==> src/rtl/ctrl_pkg.sv <==
// Shared opcode constants, select encodings and state types for the core controller.
package ctrl_pkg;

    localparam logic [4:0] OP_LOAD  = 5'b10000;
    localparam logic [4:0] OP_STORE = 5'b10001;
    localparam logic [4:0] OP_ILL0  = 5'b10010;
    localparam logic [4:0] OP_ILL1  = 5'b10011;
    localparam logic [4:0] OP_JMP   = 5'b10100;
    localparam logic [4:0] OP_JZ    = 5'b10101;
    localparam logic [4:0] OP_JNZ   = 5'b10110;
    localparam logic [4:0] OP_JC    = 5'b10111;
    localparam logic [4:0] OP_JNC   = 5'b11100;
    localparam logic [4:0] OP_CALL  = 5'b11101;
    localparam logic [4:0] OP_RET   = 5'b11110;
    localparam logic [4:0] OP_NOP   = 5'b11111;

    typedef enum logic [1:0] {PC_INC, PC_STACK, PC_ABS, PC_REL} pc_sel_t;
    typedef enum logic [1:0] {WB_ALU, WB_MEM, WB_SH} wb_sel_t;
    typedef enum logic [1:0] {FC_NONE, FC_OVERFLOW, FC_UNDERFLOW, FC_ILLEGAL} fault_code_t;
    typedef enum logic {RUN, FAULT} state_t;

    typedef struct packed {
        logic    sel_imm;
        logic    store;
        logic    en;
        logic    pop;
        logic    push;
        logic    sh_o_ALU;
        logic    R2_o_Rd;
        logic    regWrite;
        pc_sel_t pc_state;
        wb_sel_t what_the_faz;
    } strobes_t;

endpackage

==> src/rtl/ctrl_unit_if.sv <==
// Controller <-> datapath bundle: opcode and flags in, control strobes and status out.
interface ctrl_unit_if #(
    parameter int unsigned STACK_DEPTH = 8,
    parameter int unsigned RET_W       = 16
);
    localparam int unsigned DEPTH_W = $clog2(STACK_DEPTH + 1);

    logic [4:0]         command;
    logic               C_in;
    logic               Z_in;
    logic               sel_imm;
    logic               store;
    logic               en;
    logic               pop;
    logic               push;
    logic               sh_o_ALU;
    logic               R2_o_Rd;
    logic               regWrite;
    logic [1:0]         pc_state;
    logic [1:0]         what_the_faz;
    logic               fault;
    logic [1:0]         fault_code;
    logic [DEPTH_W-1:0] depth;
    logic [RET_W-1:0]   retired;

    modport master (
        input  command, C_in, Z_in,
        output sel_imm, store, en, pop, push, sh_o_ALU, R2_o_Rd, regWrite,
               pc_state, what_the_faz, fault, fault_code, depth, retired
    );

    modport slave (
        output command, C_in, Z_in,
        input  sel_imm, store, en, pop, push, sh_o_ALU, R2_o_Rd, regWrite,
               pc_state, what_the_faz, fault, fault_code, depth, retired
    );

endinterface

==> src/rtl/ctrl_decode.sv <==
// Pure combinational opcode decode; flags calls, returns and the illegal slots.
module ctrl_decode
    import ctrl_pkg::*;
(
    input  logic [4:0] command,
    input  logic       c_flag,
    input  logic       z_flag,
    output strobes_t   strobes,
    output logic       illegal,
    output logic       is_call,
    output logic       is_ret
);

    always_comb begin
        strobes = '0;
        illegal = 1'b0;
        is_call = 1'b0;
        is_ret  = 1'b0;
        casez (command)
            5'b00???: begin
                strobes.regWrite = 1'b1;
                strobes.en       = 1'b1;
            end
            5'b01???: begin
                strobes.regWrite = 1'b1;
                strobes.en       = 1'b1;
                strobes.sel_imm  = 1'b1;
            end
            5'b110??: begin
                strobes.regWrite     = 1'b1;
                strobes.en           = 1'b1;
                strobes.sh_o_ALU     = 1'b1;
                strobes.what_the_faz = WB_SH;
            end
            OP_LOAD: begin
                strobes.regWrite     = 1'b1;
                strobes.what_the_faz = WB_MEM;
            end
            OP_STORE: begin
                strobes.store   = 1'b1;
                strobes.R2_o_Rd = 1'b1;
            end
            OP_JMP: strobes.pc_state = PC_ABS;
            OP_JZ:  strobes.pc_state = z_flag  ? PC_REL : PC_INC;
            OP_JNZ: strobes.pc_state = !z_flag ? PC_REL : PC_INC;
            OP_JC:  strobes.pc_state = c_flag  ? PC_REL : PC_INC;
            OP_JNC: strobes.pc_state = !c_flag ? PC_REL : PC_INC;
            OP_CALL: begin
                strobes.push     = 1'b1;
                strobes.pc_state = PC_ABS;
                is_call          = 1'b1;
            end
            OP_RET: begin
                strobes.pop      = 1'b1;
                strobes.pc_state = PC_STACK;
                is_ret           = 1'b1;
            end
            OP_NOP: ;
            default: illegal = 1'b1;
        endcase
    end

endmodule

==> src/rtl/ctrl_unit.sv <==
// Core controller: decode plus RUN/FAULT FSM, call-depth tracking and retired count.
module ctrl_unit
    import ctrl_pkg::*;
#(
    parameter int unsigned STACK_DEPTH = 8,
    parameter int unsigned RET_W       = 16
) (
    input logic         clk,
    input logic         rst,
    ctrl_unit_if.master bus
);

    localparam int unsigned DEPTH_W = $clog2(STACK_DEPTH + 1);

    strobes_t           dec, strobes_out;
    logic               illegal, is_call, is_ret;
    logic               fault_hit, exec;
    state_t             state_q, state_d;
    fault_code_t        code_q, code_d;
    logic [DEPTH_W-1:0] depth_q, depth_d;
    logic [RET_W-1:0]   retired_q, retired_d;

    ctrl_decode u_decode (
        .command (bus.command),
        .c_flag  (bus.C_in),
        .z_flag  (bus.Z_in),
        .strobes (dec),
        .illegal (illegal),
        .is_call (is_call),
        .is_ret  (is_ret)
    );

    always_ff @(posedge clk or posedge rst) begin
        if (rst) begin
            state_q   <= RUN;
            code_q    <= FC_NONE;
            depth_q   <= '0;
            retired_q <= '0;
        end else begin
            state_q   <= state_d;
            code_q    <= code_d;
            depth_q   <= depth_d;
            retired_q <= retired_d;
        end
    end

    // The faulting instruction itself is squashed in the cycle it is detected.
    always_comb begin
        state_d   = state_q;
        code_d    = code_q;
        depth_d   = depth_q;
        retired_d = retired_q;
        fault_hit = 1'b0;
        exec      = 1'b0;
        if (state_q == RUN) begin
            if (illegal) begin
                fault_hit = 1'b1;
                code_d    = FC_ILLEGAL;
            end else if (is_call && depth_q == DEPTH_W'(STACK_DEPTH)) begin
                fault_hit = 1'b1;
                code_d    = FC_OVERFLOW;
            end else if (is_ret && depth_q == '0) begin
                fault_hit = 1'b1;
                code_d    = FC_UNDERFLOW;
            end
            if (fault_hit) begin
                state_d = FAULT;
            end else begin
                exec = 1'b1;
                if (is_call)
                    depth_d = depth_q + DEPTH_W'(1);
                else if (is_ret)
                    depth_d = depth_q - DEPTH_W'(1);
                if (retired_q != '1)
                    retired_d = retired_q + RET_W'(1);
            end
        end
        strobes_out = exec ? dec : '0;
    end

    assign bus.sel_imm      = strobes_out.sel_imm;
    assign bus.store        = strobes_out.store;
    assign bus.en           = strobes_out.en;
    assign bus.pop          = strobes_out.pop;
    assign bus.push         = strobes_out.push;
    assign bus.sh_o_ALU     = strobes_out.sh_o_ALU;
    assign bus.R2_o_Rd      = strobes_out.R2_o_Rd;
    assign bus.regWrite     = strobes_out.regWrite;
    assign bus.pc_state     = strobes_out.pc_state;
    assign bus.what_the_faz = strobes_out.what_the_faz;
    assign bus.fault        = (state_q == FAULT);
    assign bus.fault_code   = code_q;
    assign bus.depth        = depth_q;
    assign bus.retired      = retired_q;

endmodule

==> src/flat_wrapper.sv <==
// flat-port wrapper written by rule: the top's interface ports become plain ports
module ctrl_unit_flat import ctrl_pkg::*;
#(
    parameter int unsigned STACK_DEPTH = 8,
    parameter int unsigned RET_W       = 16
)
  (clk, rst, bus_command, bus_C_in, bus_Z_in, bus_sel_imm, bus_store, bus_en, bus_pop, bus_push, bus_sh_o_ALU, bus_R2_o_Rd, bus_regWrite, bus_pc_state, bus_what_the_faz, bus_fault, bus_fault_code, bus_depth, bus_retired);
  ctrl_unit_if #(.STACK_DEPTH(STACK_DEPTH), .RET_W(RET_W)) bus_i ();
  input logic clk;
  input logic rst;
  input wire logic [$bits(bus_i.command)-1:0] bus_command;
  input wire logic [$bits(bus_i.C_in)-1:0] bus_C_in;
  input wire logic [$bits(bus_i.Z_in)-1:0] bus_Z_in;
  output wire logic [$bits(bus_i.sel_imm)-1:0] bus_sel_imm;
  output wire logic [$bits(bus_i.store)-1:0] bus_store;
  output wire logic [$bits(bus_i.en)-1:0] bus_en;
  output wire logic [$bits(bus_i.pop)-1:0] bus_pop;
  output wire logic [$bits(bus_i.push)-1:0] bus_push;
  output wire logic [$bits(bus_i.sh_o_ALU)-1:0] bus_sh_o_ALU;
  output wire logic [$bits(bus_i.R2_o_Rd)-1:0] bus_R2_o_Rd;
  output wire logic [$bits(bus_i.regWrite)-1:0] bus_regWrite;
  output wire logic [$bits(bus_i.pc_state)-1:0] bus_pc_state;
  output wire logic [$bits(bus_i.what_the_faz)-1:0] bus_what_the_faz;
  output wire logic [$bits(bus_i.fault)-1:0] bus_fault;
  output wire logic [$bits(bus_i.fault_code)-1:0] bus_fault_code;
  output wire logic [$bits(bus_i.depth)-1:0] bus_depth;
  output wire logic [$bits(bus_i.retired)-1:0] bus_retired;
  assign bus_i.command = bus_command;
  assign bus_i.C_in = bus_C_in;
  assign bus_i.Z_in = bus_Z_in;
  assign bus_sel_imm = bus_i.sel_imm;
  assign bus_store = bus_i.store;
  assign bus_en = bus_i.en;
  assign bus_pop = bus_i.pop;
  assign bus_push = bus_i.push;
  assign bus_sh_o_ALU = bus_i.sh_o_ALU;
  assign bus_R2_o_Rd = bus_i.R2_o_Rd;
  assign bus_regWrite = bus_i.regWrite;
  assign bus_pc_state = bus_i.pc_state;
  assign bus_what_the_faz = bus_i.what_the_faz;
  assign bus_fault = bus_i.fault;
  assign bus_fault_code = bus_i.fault_code;
  assign bus_depth = bus_i.depth;
  assign bus_retired = bus_i.retired;
  ctrl_unit #(.STACK_DEPTH(STACK_DEPTH), .RET_W(RET_W)) u_core (.clk(clk), .rst(rst), .bus(bus_i));
endmodule
==> config.mk <==
export PLATFORM = sky130hd
export DESIGN_NAME = ctrl_unit_flat
export DESIGN_NICKNAME = d
export VERILOG_FILES = /design/src/rtl/ctrl_pkg.sv /design/src/rtl/ctrl_unit_if.sv /design/src/rtl/ctrl_decode.sv /design/src/rtl/ctrl_unit.sv /design/src/flat_wrapper.sv
export SDC_FILE = /design/constraint.sdc
export NUM_CORES = 1
export LEC_CHECK = 0
export CAP_MARGIN = 25
export CORE_AREA = 2 2 64 66
export DETAILED_ROUTE_END_ITERATION = 12
export DIE_AREA = 0 0 66 68
export PLACE_DENSITY = 0.74
export SLEW_MARGIN = 15
export SYNTH_ARGS = -nofsm -noshare
export SYNTH_HDL_FRONTEND = slang
export SYNTH_SLANG_ARGS = --single-unit
==> constraint.sdc <==
create_clock -name clk -period 2.27 [get_ports clk]
set_input_delay 0.3405 -clock clk [delete_from_list [all_inputs] [get_ports clk]]
set_output_delay 0.3405 -clock clk [all_outputs]
set_load 0.01 [all_outputs]
==> Flow_metrics.wiki, run 1 <==
{| class="wikitable"
! Metric !! Value
|-
| Status || finished clean
|-
| Worst Slack Setup Final || 47.5 ps
|-
| Fraction of synthesized cell area taken by the top area cell type || 39.6%
|-
| Met1 layer usage reported by global route || 23.1%
|-
| Most instantiated flip-flop cell in the synthesis netlist || sky130_fd_sc_hd__dfrtp_1
|-
| Worst-path cell with the longest stage delay || sky130_fd_sc_hd__clkdlybuf4s50_1
|-
| Number of violations reported at the end of detailed-routing iteration 0 || 34
|-
| Maximum vdd ir drop || 716 uV
|-
| Boundary pin count || 44
|-
| Number of antenna cells inserted || 0
|-
| Worst-skew pair later-pin latency || 260 ps
|-
| Synthesized instance count || between 150 and 200
|-
| GRT busiest layer || met2
|-
| Count of state elements after synthesis || 23
|-
| Cells after DPL || 268
|-
| Leakage power || ~0.00096 uW
|-
| Core Rows || 23
|-
| Crit path buf inv count || 2
|-
| Worst stage delay on the critical path || between 500 and 600 ps
|-
| Estimated wirelength of the detail-placed design || 2640 microns
|-
| Global routing usage on met3 || under 10%
|-
| Final-report hold violation count || 0
|-
| Required time of the critical path || roughly 1900 ps
|-
| Worst max-slew margin expressed relative to the limit || 81.3%
|-
| Placeable core region || 3860 sq um
|-
| Series of cell instances along the critical path || clkdlybuf4s50_1 > and3b_4 > o211ai_4 > nand2_4 > nor4_2 > dlygate4sd2_1
|-
| Overall die height || 68 microns
|-
| Max-capacitance violation count || 0
|-
| Power density cells || 741 nW/um^2
|-
| Deepest level of the CTS H-tree || 1
|-
| Synthesis warning total || 0
|-
| Final period demand of the worst path || about 2200 ps
|-
| Via/cell ratio || 4.99
|-
| Sequential share of the synthesized area || 39.6%
|-
| Layout-stage area growth over the synthesis result || 49.4%
|-
| Routed via count || 1,356
|-
| Library cell with the largest summed area after synthesis || sky130_fd_sc_hd__dfrtp_1
|-
| GRT overflow || 0
|-
| Final estimated routing congestion in global placement || 0.840
|-
| Final cell area excluding filler cells || approximately 2200 sq um
|-
| Global-route wire length before repair || ~6000 microns
|-
| Clock transition time at the flip-flop clock pins of the worst setup and hold paths || 80 ps
|-
| Die X || approximately 66 microns
|-
| Global Route met2 Usage || 26.9%
|-
| Main area contributors after synthesis || sky130_fd_sc_hd__dfrtp_1, sky130_fd_sc_hd__xor2_1, sky130_fd_sc_hd__nor2_1, sky130_fd_sc_hd__nor3_1, sky130_fd_sc_hd__nand3_1
|-
| Total placed instance area || approximately 2100 sq um
|-
| Post-synthesis net count || 166
|-
| Critical path endpoint category || output port
|-
| Root buf cell || sky130_fd_sc_hd__clkbuf_8
|-
| TritonCTS buffer count || 3
|-
| Wire length per cell after detailed routing || 12.4 microns
|-
| Final count of negative-setup-slack endpoints || 0
|-
| Crit Path Class || in -> out
|-
| Total die area || around 4500 sq um
|-
| Number of nets in the finished design || 236
|-
| Residual antenna-violating net count after detailed routing || 0
|-
| Hold-fix buffers at CTS || 0
|-
| Setup repair after global routing missed its margin || yes
|-
| Total Negative Setup Slacks || 0 ps
|-
| Pin count of the biggest net entering global routing || 24
|-
| Family with the most delay on the worst path || buffers and inverters
|-
| Count of flip-flops with a built-in enable after synthesis || 0
|-
| Vias in the first global route || 1,311
|-
| Transition at the pin with the smallest max-transition slack || 280 ps
|-
| Worst min-delay path category || in -> async
|-
| Post-CTS Setup Inserts || 0
|-
| Overall global routing resource usage || 16.7%
|-
| Fin. max-slew vios || 0
|-
| FFs w/ async S/R, synth || 100%
|-
| Sinks on the clock net || 23
|-
| Count of distinct cell types in the synthesized netlist || 42
|-
| Max Clock Freq || approximately 450 MHz
|-
| Startpoint types || input port
|-
| Pre-CTS setup slack || -420 ps
|-
| Count of buffers from port buffering || 43
|-
| Layout cells sized above 1 || 28.8%
|-
| Clock tree from TritonCTS || yes
|-
| Non-filler cells, final || 272
|-
| Starting density of the core || a little under two fifths
|-
| Routed wire length || 3390 microns
|-
| Buffer depth of the longest clock path || 2
|-
| Mapped Avg Cell Area || 9.50 sq um
|-
| Period Utilization, post-route || 97.9%
|-
| Antenna violations before repair || 0
|-
| Post-Syn Area || 1450 sq um
|-
| DR DRC count || 0
|-
| Final setup skew || 5.02 ps
|-
| Maximum fanout along the worst path || 7
|-
| Number of detailed-route iterations in the first pass || 4
|-
| Endpoint arrival time on the critical path || 1880 ps
|}
-- cells in the final DEF (no fill, tap or decap), drive strengths merged, types with 5 or more instances in the layout --
cell type	instances
xor2	16
nor3	13
dfrtp	23
clkbuf	7
nand4	5
nor2	17
inv	6
nand2	12
a21oi	5
nand3	11
clkdlybuf4s50	27
dlygate4sd2	6
buf	33
-- routing by layer --
layer | wire [microns] | share of wire [%] | vias up
li1 | - | - | 686
met1 | 1610 | 47 | 638
met2 | 1590 | 47 | 30
met3 | 164 | 4.8 | 2
met4 | 25 | 0.74 | 0
met5 | 0 | 0 | -
-- synthesized netlist by cell type, types with 2 or more instances --
| library cell | number |
|---|---|
| sky130_fd_sc_hd__dfrtp_1 | 23 |
| sky130_fd_sc_hd__nor2_1 | 16 |
| sky130_fd_sc_hd__xor2_1 | 16 |
| sky130_fd_sc_hd__nand2_1 | 11 |
| sky130_fd_sc_hd__nor3_1 | 11 |
| sky130_fd_sc_hd__nand3_1 | 10 |
| sky130_fd_sc_hd__inv_1 | 6 |
| sky130_fd_sc_hd__a21oi_1 | 5 |
| sky130_fd_sc_hd__nand4_1 | 5 |
| sky130_fd_sc_hd__o21ai_0 | 4 |
| sky130_fd_sc_hd__a31oi_1 | 3 |
| sky130_fd_sc_hd__and3_1 | 3 |
| sky130_fd_sc_hd__ha_1 | 3 |
| sky130_fd_sc_hd__mux2_2 | 3 |
| sky130_fd_sc_hd__nor4_1 | 3 |
| sky130_fd_sc_hd__buf_6 | 2 |
| sky130_fd_sc_hd__nand2b_1 | 2 |
| sky130_fd_sc_hd__nor3_2 | 2 |
| sky130_fd_sc_hd__o21bai_1 | 2 |
-- cell families after synthesis --
group           Yosys count  share of synthesized area (%)
buf+inv                  12                           4.56
compound gates           19                           9.29
flops                    23                           39.6
fa+ha+maj                 4                           3.96
xor+xnor                 17                           10.2
simple gates             74                           29.0
mux                       4                           3.36
-- area by class of cell --
| cell class | instances | area (sq um) |
|---|---|---|
| inverters | 6 | 22.5 |
| multi-input cells | 118 | 867 |
| well taps | 50 | 62.6 |
| repair buffers | 71 | 599 |
| flip-flops and latches | 23 | 576 |
| clock buffers | 4 | 45.0 |
| fillers | 374 | 1680 |
-- final timing paths --
path,cells after the start,slack (ps),start,end
worst max register to register,6,240,u_core.bus.retired[0],u_core.bus.retired[1]
worst max-delay path,6,50,bus_command[1],bus_R2_o_Rd
max in group asynchronous,3,1640,rst,u_core.bus.retired[3]
worst min register to register,1,500,u_core.bus.retired[15],u_core.bus.retired[15]
worst min-delay path,3,400,rst,u_core.bus.retired[12]
min in group clk,1,500,u_core.bus.retired[15],u_core.bus.retired[15]
-- flip-flops by register name, indices dropped and copies added, names as in the netlist --
name,cells
u_core.bus.retired,16
u_core.bus.depth,4
u_core.bus.fault_code,2
u_core.bus.fault,1
-- through the flow --
step / total power, uW / hold WS, ps / utilization (%)
after floorplan: 952 / 342 / -
after global placement: 1320 / 486 / 54.8
after detailed placement: 1340 / 487 / 54.8
after CTS: 1590 / 410 / 55.7
after global routing: 1730 / 463 / 56.3
final: 1610 / 404 / 56.3
-- repair_timing --
item	in CTS	in global routing
resized for setup	37	15
setup endpoints to repair	13	12
pin swaps	1	2
-- worst register-to-register path, stage by stage (launching register included) --
cell and delay (ps):
sky130_fd_sc_hd__dfrtp_1 400, sky130_fd_sc_hd__ha_1 230, sky130_fd_sc_hd__nand4_1 130, sky130_fd_sc_hd__or4_1 550, sky130_fd_sc_hd__nand3_2 120, sky130_fd_sc_hd__buf_4 180
sky130_fd_sc_hd__mux2_4 310
-- power breakdown --
part	leakage, uW	internal [uW]	total [uW]	switching, uW
registers	0.000282	511	628	117
clock network	0.0000228	125	249	124
logic	0.000657	417	733	316
(Power assumes the default switching activity.)
==> run 2: changes to the inputs <==
ABC_CLOCK_PERIOD_IN_PS = 2270   (was not set)
==> results of run 2 <==
Final layout, timing and power as in run 1 (identical DEF).
